--- src/rtl/mem_port_arbiter.sv ---
// Arbiter sharing one single-port memory between the fetch (I) and memory (D) stages.
// Define ARB_ROUND_ROBIN_EN for round-robin conflict resolution; otherwise D wins every conflict.
module mem_port_arbiter #(
    parameter int AW = 32,
    parameter int DW = 32
) (
    input  logic              clk,
    input  logic              reset,
    input  logic              i_req,
    input  logic [AW-1:0]     i_addr,
    output logic [DW-1:0]     i_rdata,
    output logic              i_ready,
    input  logic              d_req,
    input  logic              d_we,
    input  logic [DW/8-1:0]   d_be,
    input  logic [AW-1:0]     d_addr,
    input  logic [DW-1:0]     d_wdata,
    output logic [DW-1:0]     d_rdata,
    output logic              d_ready,
    output logic              mem_req,
    output logic              mem_we,
    output logic [DW/8-1:0]   mem_be,
    output logic [AW-1:0]     mem_addr,
    output logic [DW-1:0]     mem_wdata,
    input  logic [DW-1:0]     mem_rdata,
    input  logic              mem_ready,
    output logic              busy,
    output logic              conflict
);

    localparam int BW = DW / 8;

    localparam logic [1:0] IDLE  = 2'd0;
    localparam logic [1:0] GNT_I = 2'd1;
    localparam logic [1:0] GNT_D = 2'd2;

    logic [1:0]    stateR;
    logic [1:0]    nextStateS;
    logic          grantIS;
    logic          grantDS;
    logic          conflictS;
    logic          doneS;
    logic          pickIS;
    logic          memReqR;
    logic          busyR;
    logic          conflictR;
    logic          memWeR;
    logic [BW-1:0] memBeR;
    logic [AW-1:0] memAddrR;
    logic [DW-1:0] memWdataR;

    assign doneS = ((stateR == GNT_I) || (stateR == GNT_D)) && mem_ready;

`ifdef ARB_ROUND_ROBIN_EN
    logic lastServedR;

    // A conflict goes to I only when D was the last port served.
    assign pickIS = lastServedR;

    // Remember which port completed most recently; 0 = I, 1 = D.
    always_ff @(posedge clk or negedge reset) begin
        if (!reset) begin
            lastServedR <= 1'b0;
        end else if (doneS) begin
            lastServedR <= (stateR == GNT_D);
        end else begin
            lastServedR <= lastServedR;
        end
    end
`else
    assign pickIS = 1'b0;
`endif

    // Arbitration: from a GNT state only the other port may be granted on completion.
    always_comb begin
        nextStateS = stateR;
        grantIS    = 1'b0;
        grantDS    = 1'b0;
        conflictS  = 1'b0;
        case (stateR)
            IDLE: begin
                conflictS = i_req & d_req;
                if (i_req && d_req) begin
                    grantIS = pickIS;
                    grantDS = ~pickIS;
                end else begin
                    grantIS = i_req;
                    grantDS = d_req;
                end
                nextStateS = grantIS ? GNT_I : (grantDS ? GNT_D : IDLE);
            end
            GNT_I: begin
                if (mem_ready) begin
                    conflictS  = i_req & d_req;
                    grantDS    = d_req;
                    nextStateS = d_req ? GNT_D : IDLE;
                end else begin
                    nextStateS = GNT_I;
                end
            end
            GNT_D: begin
                if (mem_ready) begin
                    conflictS  = i_req & d_req;
                    grantIS    = i_req;
                    nextStateS = i_req ? GNT_I : IDLE;
                end else begin
                    nextStateS = GNT_D;
                end
            end
            default: begin
                nextStateS = IDLE;
            end
        endcase
    end

    // State, status flags and the captured access fields.
    always_ff @(posedge clk or negedge reset) begin
        if (!reset) begin
            stateR    <= IDLE;
            memReqR   <= 1'b0;
            busyR     <= 1'b0;
            conflictR <= 1'b0;
            memWeR    <= 1'b0;
            memBeR    <= {BW{1'b0}};
            memAddrR  <= {AW{1'b0}};
            memWdataR <= {DW{1'b0}};
        end else begin
            stateR    <= nextStateS;
            memReqR   <= (nextStateS != IDLE);
            busyR     <= (nextStateS != IDLE);
            conflictR <= conflictS;
            if (grantIS) begin
                memWeR    <= 1'b0;
                memBeR    <= {BW{1'b0}};
                memAddrR  <= i_addr;
                memWdataR <= {DW{1'b0}};
            end else if (grantDS) begin
                memWeR    <= d_we;
                memBeR    <= d_be;
                memAddrR  <= d_addr;
                memWdataR <= d_wdata;
            end else begin
                memWeR    <= memWeR;
                memBeR    <= memBeR;
                memAddrR  <= memAddrR;
                memWdataR <= memWdataR;
            end
        end
    end

    // Ready and read data pass straight through from memory during the completing cycle.
    assign i_ready   = (stateR == GNT_I) && mem_ready;
    assign d_ready   = (stateR == GNT_D) && mem_ready;
    assign i_rdata   = i_ready ? mem_rdata : {DW{1'b0}};
    assign d_rdata   = d_ready ? mem_rdata : {DW{1'b0}};

    assign mem_req   = memReqR;
    assign mem_we    = memWeR;
    assign mem_be    = memBeR;
    assign mem_addr  = memAddrR;
    assign mem_wdata = memWdataR;
    assign busy      = busyR;
    assign conflict  = conflictR;

endmodule
--- config.mk ---
export PLATFORM = sky130hd
export DESIGN_NAME = mem_port_arbiter
export DESIGN_NICKNAME = d
export VERILOG_FILES = /design/src/rtl/mem_port_arbiter.sv
export SDC_FILE = /design/constraint.sdc
export NUM_CORES = 1
export LEC_CHECK = 0
export BUFFER_PORTS_ARGS = -buffer_cell sky130_fd_sc_hd__buf_2
export CORE_ASPECT_RATIO = 0.5
export CORE_MARGIN = 4
export CORE_UTILIZATION = 30
export DETAILED_ROUTE_END_ITERATION = 10
export PLACE_DENSITY = 0.59
export SYNTH_ARGS = -nofsm -noshare
export SYNTH_HDL_FRONTEND = slang
export SYNTH_SLANG_ARGS = --single-unit
--- constraint.sdc ---
create_clock -name clk -period 2.7 [get_ports clk]
set_clock_uncertainty 0.15 [all_clocks]
set_input_delay 0.27 -clock clk [delete_from_list [all_inputs] [get_ports clk]]
set_output_delay 0.27 -clock clk [all_outputs]
set_load 0.01 [all_outputs]
==> qor.yml, run 1 <==
htreeDepth: 3
slowest_delay_ns: 0.39
synth-seq-cells: 73
die_h_um: 91.51
tightest_slew_ns: 0.9741
drv_cap: 0
slew_headroom_pct: 35.06
regArea_um2: 1827
yosys.area_share.simple_pct: 18.36
worstPathMaxFanout: 34
syn_to_final_growth_pct: 42.49
synth_nets: 600
cts_num_sinks: 73
finalSetupViolations: 0
crit_arrival_ns: 1.82
initial_core_util_pct: 30.79
grt_first_pass_wirelength_mm: 22.80
synth_compound_area_share_pct: 17.73
grt_pass1_vias: 4318
leakage_nw: 3.383
totalWireLength_mm: 14.65
multi_input_area_um2: 1933
synth_edf_count: 0
synthTopCellsByArea: "dfrtp_1 (44%), and3_1 (9.6%), mux2_2 (8.6%)"
hold_viol: 0
crit_family: "buffers and inverters"
fin_nets: 846
drt_iter0_markers: 212
path_class: "flip-flop to output port"
min_period_over_period_pct: 83.14
root_buffer: "clkbuf_16"
cts_tree: "done"
synth_top_cell_by_area: "dfrtp_1"
ys_top_cells_by_count: "dfrtp_1 (73), and3_1 (64), a21oi_1 (40)"
die_area_um2: 16010
drive_gt1_share_pct: 48.45
grt_max_degree: 74
synth_top_area_share_pct: 43.66
rsz0062_at_grt: "false"
ys.flop_type: "dfrtp_1"
status: "completed"
slew_viol_final: 0
hpwl_mm: 10.60
max-vdd-ir-drop_mv: 0.4710
cts_resized: 0
wl_per_cell_um: 16.27
cts_buffers: 9
synth_top_family_by_area: "simple AND/OR/NAND/NOR gates"
hp-class: "primary input to flip-flop"
drt-pass1-iter-count: 4
startpoint_type: "flip-flop"
placed_area_um2: 5649
syn_area_per_cell_um2: 9.155
viasPerCell: 4.813
antenna_found_initial: 0
seq_area_frac_synth_pct: 43.66
rows: 30
syn_inst: 457
finish.instance_area_um2: 5962
die_x_um: 175.0
core-area_um2: 13590
cts_setup_buffers: 0
yosysMostFrequentCell: "dfrtp_1"
fmax_ghz: 0.4455
cp-end-kind: "output port"
synth_cell_types: 28
route.detailed.drc: 0
diodes: 0
tns_ns: 0
place_congestion: 0.8483
yosys_warnings: 0
drt.antenna.violating_nets: 0
muxShareOfSynthArea_pct: 8.612
track_usage_pct: 17.42
pwr_density_cell_nw_per_um2: 1047
finalCriticalPeriod_ns: 2.245
clk-insertion-delay-late_ns: 0.32
synth-xor-area-share_pct: 0
clk_path_buf_depth: 2
path_cells: "inv_1, ha_1, buf_4, and3_1, buf_2"
synthAdderAreaFrac_pct: 1.495
cp_slowest_cell: "dfrtp_1"
fillers: 1411
worstPathRequired_ns: 2.28
portBuffers: 275
path_buf_inv: 3
num_io_pins: 276
via_count: 4332
rrSetupSlack_ns: 0.70
cts-hold-fix-buffers: 1
synthArstFlopShare_pct: 100.0
clkSlewWorstSetupHoldPaths_ns: 0.06
synth_area_um2: 4184
overflow: 0
## per-layer routing
metal | global-route usage (%) | wire length (µm) | vias up
met5 | 0 | 0 | -
met4 | 4.899 | 342 | 0
met3 | 3.827 | 611 | 26
met2 | 30.17 | 7392 | 116
met1 | 22.02 | 6298 | 2087
li1 | - | - | 2103
## kinds of logic after synthesis
| group | after synthesis |
|---|---|
| compound gates | 115 |
| simple gates | 142 |
| flops | 73 |
| buf+inv | 90 |
| mux | 32 |
| fa+ha+maj | 5 |
## cell usage in the layout, fill, tap and decap left out, drive strengths merged, types with 2 or more instances in the layout
master,count
and3,64
o21ai,38
nand2,34
mux2,32
a31oi,2
a21oi,40
buf,288
clkbuf,13
dfrtp,73
and2,3
o32ai,32
clkinvlp,3
nand3,37
ha,5
inv,36
## where the power goes
group / total (mW) / switching, mW / internal, mW
registers: 1.87 / 0.253 / 1.62
clock network: 1.19 / 0.467 / 0.723
logic: 3.18 / 1.76 / 1.42
## worst paths after layout
| kind | start | end | cells past startpoint |
|---|---|---|---|
| min reg2reg | mem_be[0] | mem_be[0] | 2 |
| max reg2reg | stateR[1] | mem_addr[10] | 5 |
| max | stateR[1] | i_rdata[17] | 5 |
| max in group asynchronous | reset | mem_addr[5] | 2 |
| min in group asynchronous | reset | mem_addr[23] | 2 |
| min | i_addr[8] | mem_addr[8] | 2 |
## metrics by stage
step                util, %  cells  hold WS, ns  setup WS, ns  power [mW]
finish                43.88    900      0.01987        0.4553       6.245
global placement      41.57    883       0.3462        0.7411       5.057
CTS                   43.88    900     0.004841        0.4542       6.319
detailed placement    41.57    883       0.3423        0.7043       5.105
floorplan                 -    457      -0.1756        0.8082       3.886
global route          43.88    900     0.007720        0.3589       6.704
## sequential cells by signal (all words and copies together), names as in the netlist
signal,count
stateR,2
mem_addr,32
mem_be,4
conflict,1
mem_wdata,32
mem_we,1
busy,1
## area by class of cell
| class | count | area share (%) |
|---|---|---|
| Tap cell | 192 | 4.029 |
| Clock inverter | 3 | 0.3778 |
| Sequential cell | 73 | 30.64 |
| Multi-Input combinational cell | 294 | 32.42 |
| Timing Repair Buffer | 289 | 25.56 |
| Clock buffer | 13 | 4.701 |
| Inverter | 36 | 2.267 |
Power figures use the tool's default switching activity.
==> inputs of run 2 (changes only) <==
Settings changed: PLACE_DENSITY 0.59 to 0.61.
Clock period 2.7 ns to 1.8 ns, I/O delays scaled along.
==> qor.yml, run 2 (synthesis gave the netlist of run 1 again) <==
post-route-util_pct: 54.50
track_usage_pct: 19.06
overflow: 0
initial_core_util_pct: 30.79
htreeDepth: 3
totalWireLength_mm: 16.84
cts_buffers: 9
wl_per_cell_um: 16.86
layout_common_cells: "buf_2 (271), dfrtp_1 (73), dlygate4sd3_1 (71), and3_1 (62), a21oi_1 (40)"
num_io_pins: 276
clk-insertion-delay-late_ns: 0.33
viasPerCell: 4.848
whs_ns: 0.1014
finalSetupViolations: 120
violations: "setup timing"
pwr_density_cell_nw_per_um2: 1517
reg2reg_to: "mem_addr[6]"
drt_iter0_markers: 293
placed_cells: 897
portBuffers: 275
drt-pass1-iter-count: 5
die_x_um: 175.0
path_cells: "inv_2, ha_4, buf_6, a31oi_4, buf_12, clkbuf_16, o32ai_1, mux2_4"
min_period_over_period_pct: 107.9
min_path_cells: 4
tightest_slew_ns: 0.3773
route.detailed.drc: 0
worstPathRequired_ns: 1.86
leakage_nw: 4.034
slowest_delay_ns: 0.41
crit_arrival_ns: 2.00
clkSlewWorstSetupHoldPaths_ns: 0.06
rows: 30
drt.antenna.violating_nets: 0
clk_path_buf_depth: 2
drive_gt1_share_pct: 48.45
layout_commonest_cell: "buf_2"
drv_cap: 0
max-vdd-ir-drop_mv: 0.8036
crit_start: "stateR[1]"
setup_slack_ns: -0.1431
fmax_ghz: 0.5146
via_count: 4843
crit_family: "buffers and inverters"
cp-end-kind: "flip-flop"
syn_to_final_growth_pct: 77.00
place_ws_ns: -0.07318
diodes: 0
slew_viol_final: 0
grt_max_degree: 58
die_h_um: 91.51
slew_headroom_pct: 74.85
rr_startpoint: "stateR[1]"
rsz0062_at_grt: "true"
startpoint_type: "flip-flop"
path_buf_inv: 4
grt_first_pass_wirelength_mm: 24.87
status: "complete, but fails checks"
min_to: "mem_addr[26]"
instances_no_fill: 999
hpwl_mm: 10.82
worstPathMaxFanout: 7
finalCriticalPeriod_ns: 1.943
fin_nets: 945
antenna_found_initial: 0
die_area_um2: 16010
hold_viol: 0
cts_num_sinks: 73
grt_pass1_vias: 4806
cp_slowest_cell: "dfrtp_1"
cts_tree: "done"
rrSetupSlack_ns: -0.14
root_buffer: "clkbuf_16"
core-area_um2: 13590
place_congestion: 0.7886
hp-class: "primary input to flip-flop"
min-delay-start: "d_addr[26]"
reg2reg_depth: 8
path_class: "flip-flop to flip-flop"
[run 2: changes by cell type in the layout (fill, tap and decap cells not counted), sizes merged]
cell / previous run / this run
clkbuf: 13 / 19
clkinv: 0 / 4
clkinvlp: 3 / 1
buf: 288 / 309
dlygate4sd3: 1 / 71
[run 2: what timing repair did]
| item | 4_1_cts | 5_1_grt |
|---|---|---|
| pin swaps | 4 | 6 |
| gates cloned | 1 | 10 |
| buffers inserted | 2 | 2 |
| hold buffers | 71 | 0 |
| setup endpoints to repair | 129 | 135 |
| hold endpoints to repair | 143 | 0 |
| gates resized for setup | 15 | 40 |
[run 2: worst max-delay path by stage]
stage / endpoint / slack (ns) / depth (start not counted)
6_report: mem_addr[6] / -0.14 / 8
5_1_grt: mem_addr[10] / -0.18 / 8
4_1_cts: i_rdata[22] / -0.08 / 5
3_5_place_dp: mem_addr[12] / -0.07 / 6
3_3_place_gp: mem_addr[31] / -0.03 / 6
2_1_floorplan: mem_addr[11] / -0.004 / 6
[run 2: cell type report]
cell class | count | area, µm²
Timing Repair Buffer | 388 | 2781
Clock buffer | 11 | 242.7
Sequential cell | 73 | 1827
Clock inverter | 5 | 31.28
Multi-Input combinational cell | 294 | 2148
Tap cell | 192 | 240.2
Fill cell | 1226 | 6182
Inverter | 36 | 135.1
[run 2: per-stage QoR]
stage | setup TNS (ns) | cell area, µm² | power (mW)
after floorplan | -0.07980 | 4203 | 5.859
after global placement | -0.8532 | 5859 | 7.861
after detailed placement | -2.909 | 5859 | 7.954
after CTS | -5.872 | 6944 | 10.05
after global routing | -17.12 | 7406 | 11.96
final | -8.875 | 7406 | 11.23
[run 2: worst reg2reg max path, delay by kind of cell, from the launching register on]
kind | cells | cell delay (ns)
fa+ha+maj | 1 | 0.18
flops | 1 | 0.41
buf+inv | 4 | 0.56
compound gates | 2 | 0.28
mux | 1 | 0.26
[run 2: report_power, final]
group | switching [mW] | total [mW] | leakage, nW | internal (mW)
Combinational | 3.21 | 6.74 | 2.98 | 3.53
Sequential | 0.408 | 2.84 | 0.918 | 2.43
Clock | 0.685 | 1.65 | 0.135 | 0.965
[run 2: metal layers]
layer	routed length (µm)	GRT usage, %
met1	6792	23.06
met3	874	3.993
met4	445	6.597
met2	8728	33.85
met5	0	0
==> inputs of run 3 (changes only) <==
Settings changed: CELL_PAD_IN_SITES_DETAIL_PLACEMENT set to 2, CELL_PAD_IN_SITES_GLOBAL_PLACEMENT set to 2, CORE_MARGIN 4 to 5, CORE_UTILIZATION 30 to 20, PLACE_DENSITY 0.61 to 0.74.
==> qor.yml, run 3 (synthesis gave the netlist of run 1 again) <==
grt_max_degree: 66
rows: 37
fmax_ghz: 0.4986
cp_slowest_cell: "dfrtp_2"
route.detailed.drc: 0
crit_arrival_ns: 2.07
violations: "setup timing"
layout_common_cells: "buf_2 (258), dfrtp_1 (71), dlygate4sd3_1 (71), and3_1 (51), nand3_1 (37)"
fin_nets: 948
status: "complete, but fails checks"
drive_gt1_share_pct: 51.36
track_usage_pct: 17.61
syn_to_final_growth_pct: 82.18
path_cells: "buf_4, ha_4, and2_4, o21ai_4, buf_12, mux2_2"
slew_viol_final: 0
via_count: 5023
cts_buffers: 9
grt_first_pass_wirelength_mm: 33.84
tightest_slew_ns: 0.5419
root_buffer: "clkbuf_16"
drt-pass1-iter-count: 4
die_x_um: 214.6
slowest_delay_ns: 0.44
totalWireLength_mm: 23.57
pwr_density_cell_nw_per_um2: 1558
worstPathMaxFanout: 34
portBuffers: 275
drv_cap: 0
grt_pass1_vias: 5698
cp-end-kind: "flip-flop"
min_path_cells: 4
initial_core_util_pct: 20.36
diodes: 0
core-area_um2: 20550
htreeDepth: 3
max-vdd-ir-drop_mv: 0.5737
setup_slack_ns: -0.2057
worstPathRequired_ns: 1.87
hpwl_mm: 14.50
viasPerCell: 4.647
leakage_nw: 3.943
p_total_mw: 11.87
drt.antenna.violating_nets: 0
reg2reg_depth: 6
antenna_found_initial: 0
slew_headroom_pct: 63.87
clk-insertion-delay-late_ns: 0.34
rrSetupSlack_ns: -0.21
finalSetupViolations: 135
whs_ns: 0.1095
path_class: "flip-flop to flip-flop"
startpoint_type: "flip-flop"
die_area_um2: 24090
layout_commonest_cell: "buf_2"
num_io_pins: 276
cts_tree: "done"
hold_viol: 0
wl_per_cell_um: 21.80
overflow: 0
drt_iter0_markers: 203
clkSlewWorstSetupHoldPaths_ns: 0.06
place_congestion: 0.7737
hp-class: "primary input to flip-flop"
finalCriticalPeriod_ns: 2.006
min_period_over_period_pct: 111.4
rsz0062_at_grt: "true"
die_h_um: 112.3
cts_num_sinks: 73
clk_path_buf_depth: 2
place_ws_ns: -0.1214
[run 3: worst max-delay path: cells and delay by family, from the launching register on]
| kind | cells | cell delay, ns |
|---|---|---|
| flops | 1 | 0.44 |
| mux | 1 | 0.37 |
| buf+inv | 2 | 0.40 |
| simple gates | 1 | 0.16 |
| compound gates | 1 | 0.15 |
| fa+ha+maj | 1 | 0.19 |
[run 3: area by class of cell]
cell class | instances | area, µm²
Timing Repair Buffer | 391 | 2874
Multi-Input combinational cell | 294 | 2156
Clock inverter | 4 | 45.04
Sequential cell | 73 | 1829
Clock buffer | 10 | 239.0
Fill cell | 2280 | 12930
Inverter | 36 | 137.6
Tap cell | 273 | 341.6
[run 3: report_power, final]
| group | total (mW) | internal [mW] | switching, mW |
|---|---|---|---|
| sequential | 2.93 | 2.44 | 0.498 |
| combinational | 7.14 | 3.50 | 3.64 |
| clock | 1.80 | 1.09 | 0.708 |
| total | 11.9 | 7.02 | 4.85 |
[run 3: path summary, 6_finish.rpt]
kind	start	endpoint
max in group asynchronous	reset	mem_wdata[13]
min in group asynchronous	reset	mem_addr[13]
worst min register to register	mem_be[0]	mem_be[0]
worst min-delay path	d_addr[29]	mem_addr[29]
worst max register to register	stateR[1]	mem_addr[19]
worst max-delay path	stateR[1]	mem_addr[19]
[run 3: repair_timing]
item / 4_1_cts / 5_1_grt
hold endpoints to repair: 103 / 0
buffers inserted: 6 / 4
hold buffers: 71 / 0
pin swaps: 15 / 18
gates resized for setup: 54 / 68
setup endpoints to repair: 136 / 137
cloned: 3 / 6
[run 3: through the flow]
stage	instance area [µm²]	utilization [%]	std cells	TNS (ns)
after floorplan	4203	-	457	-0.07980
after global placement	5961	29.00	978	-0.4100
after detailed placement	5961	29.00	978	-5.275
after CTS	7196	35.01	1072	-9.649
after global routing	7622	37.08	1081	-24.90
final	7622	37.08	1081	-17.64
[run 3: metal layers]
| layer | part of all wire, % | up-vias | track usage (%) | wire length [µm] |
|---|---|---|---|---|
| met5 | 0 | - | 0 | 0 |
| li1 | - | 2317 | - | - |
| met2 | 55 | 108 | 35.19 | 13070 |
| met1 | 39 | 2551 | 19.14 | 9159 |
| met4 | 3.1 | 0 | 5.103 | 736 |
| met3 | 2.5 | 47 | 3.018 | 600 |
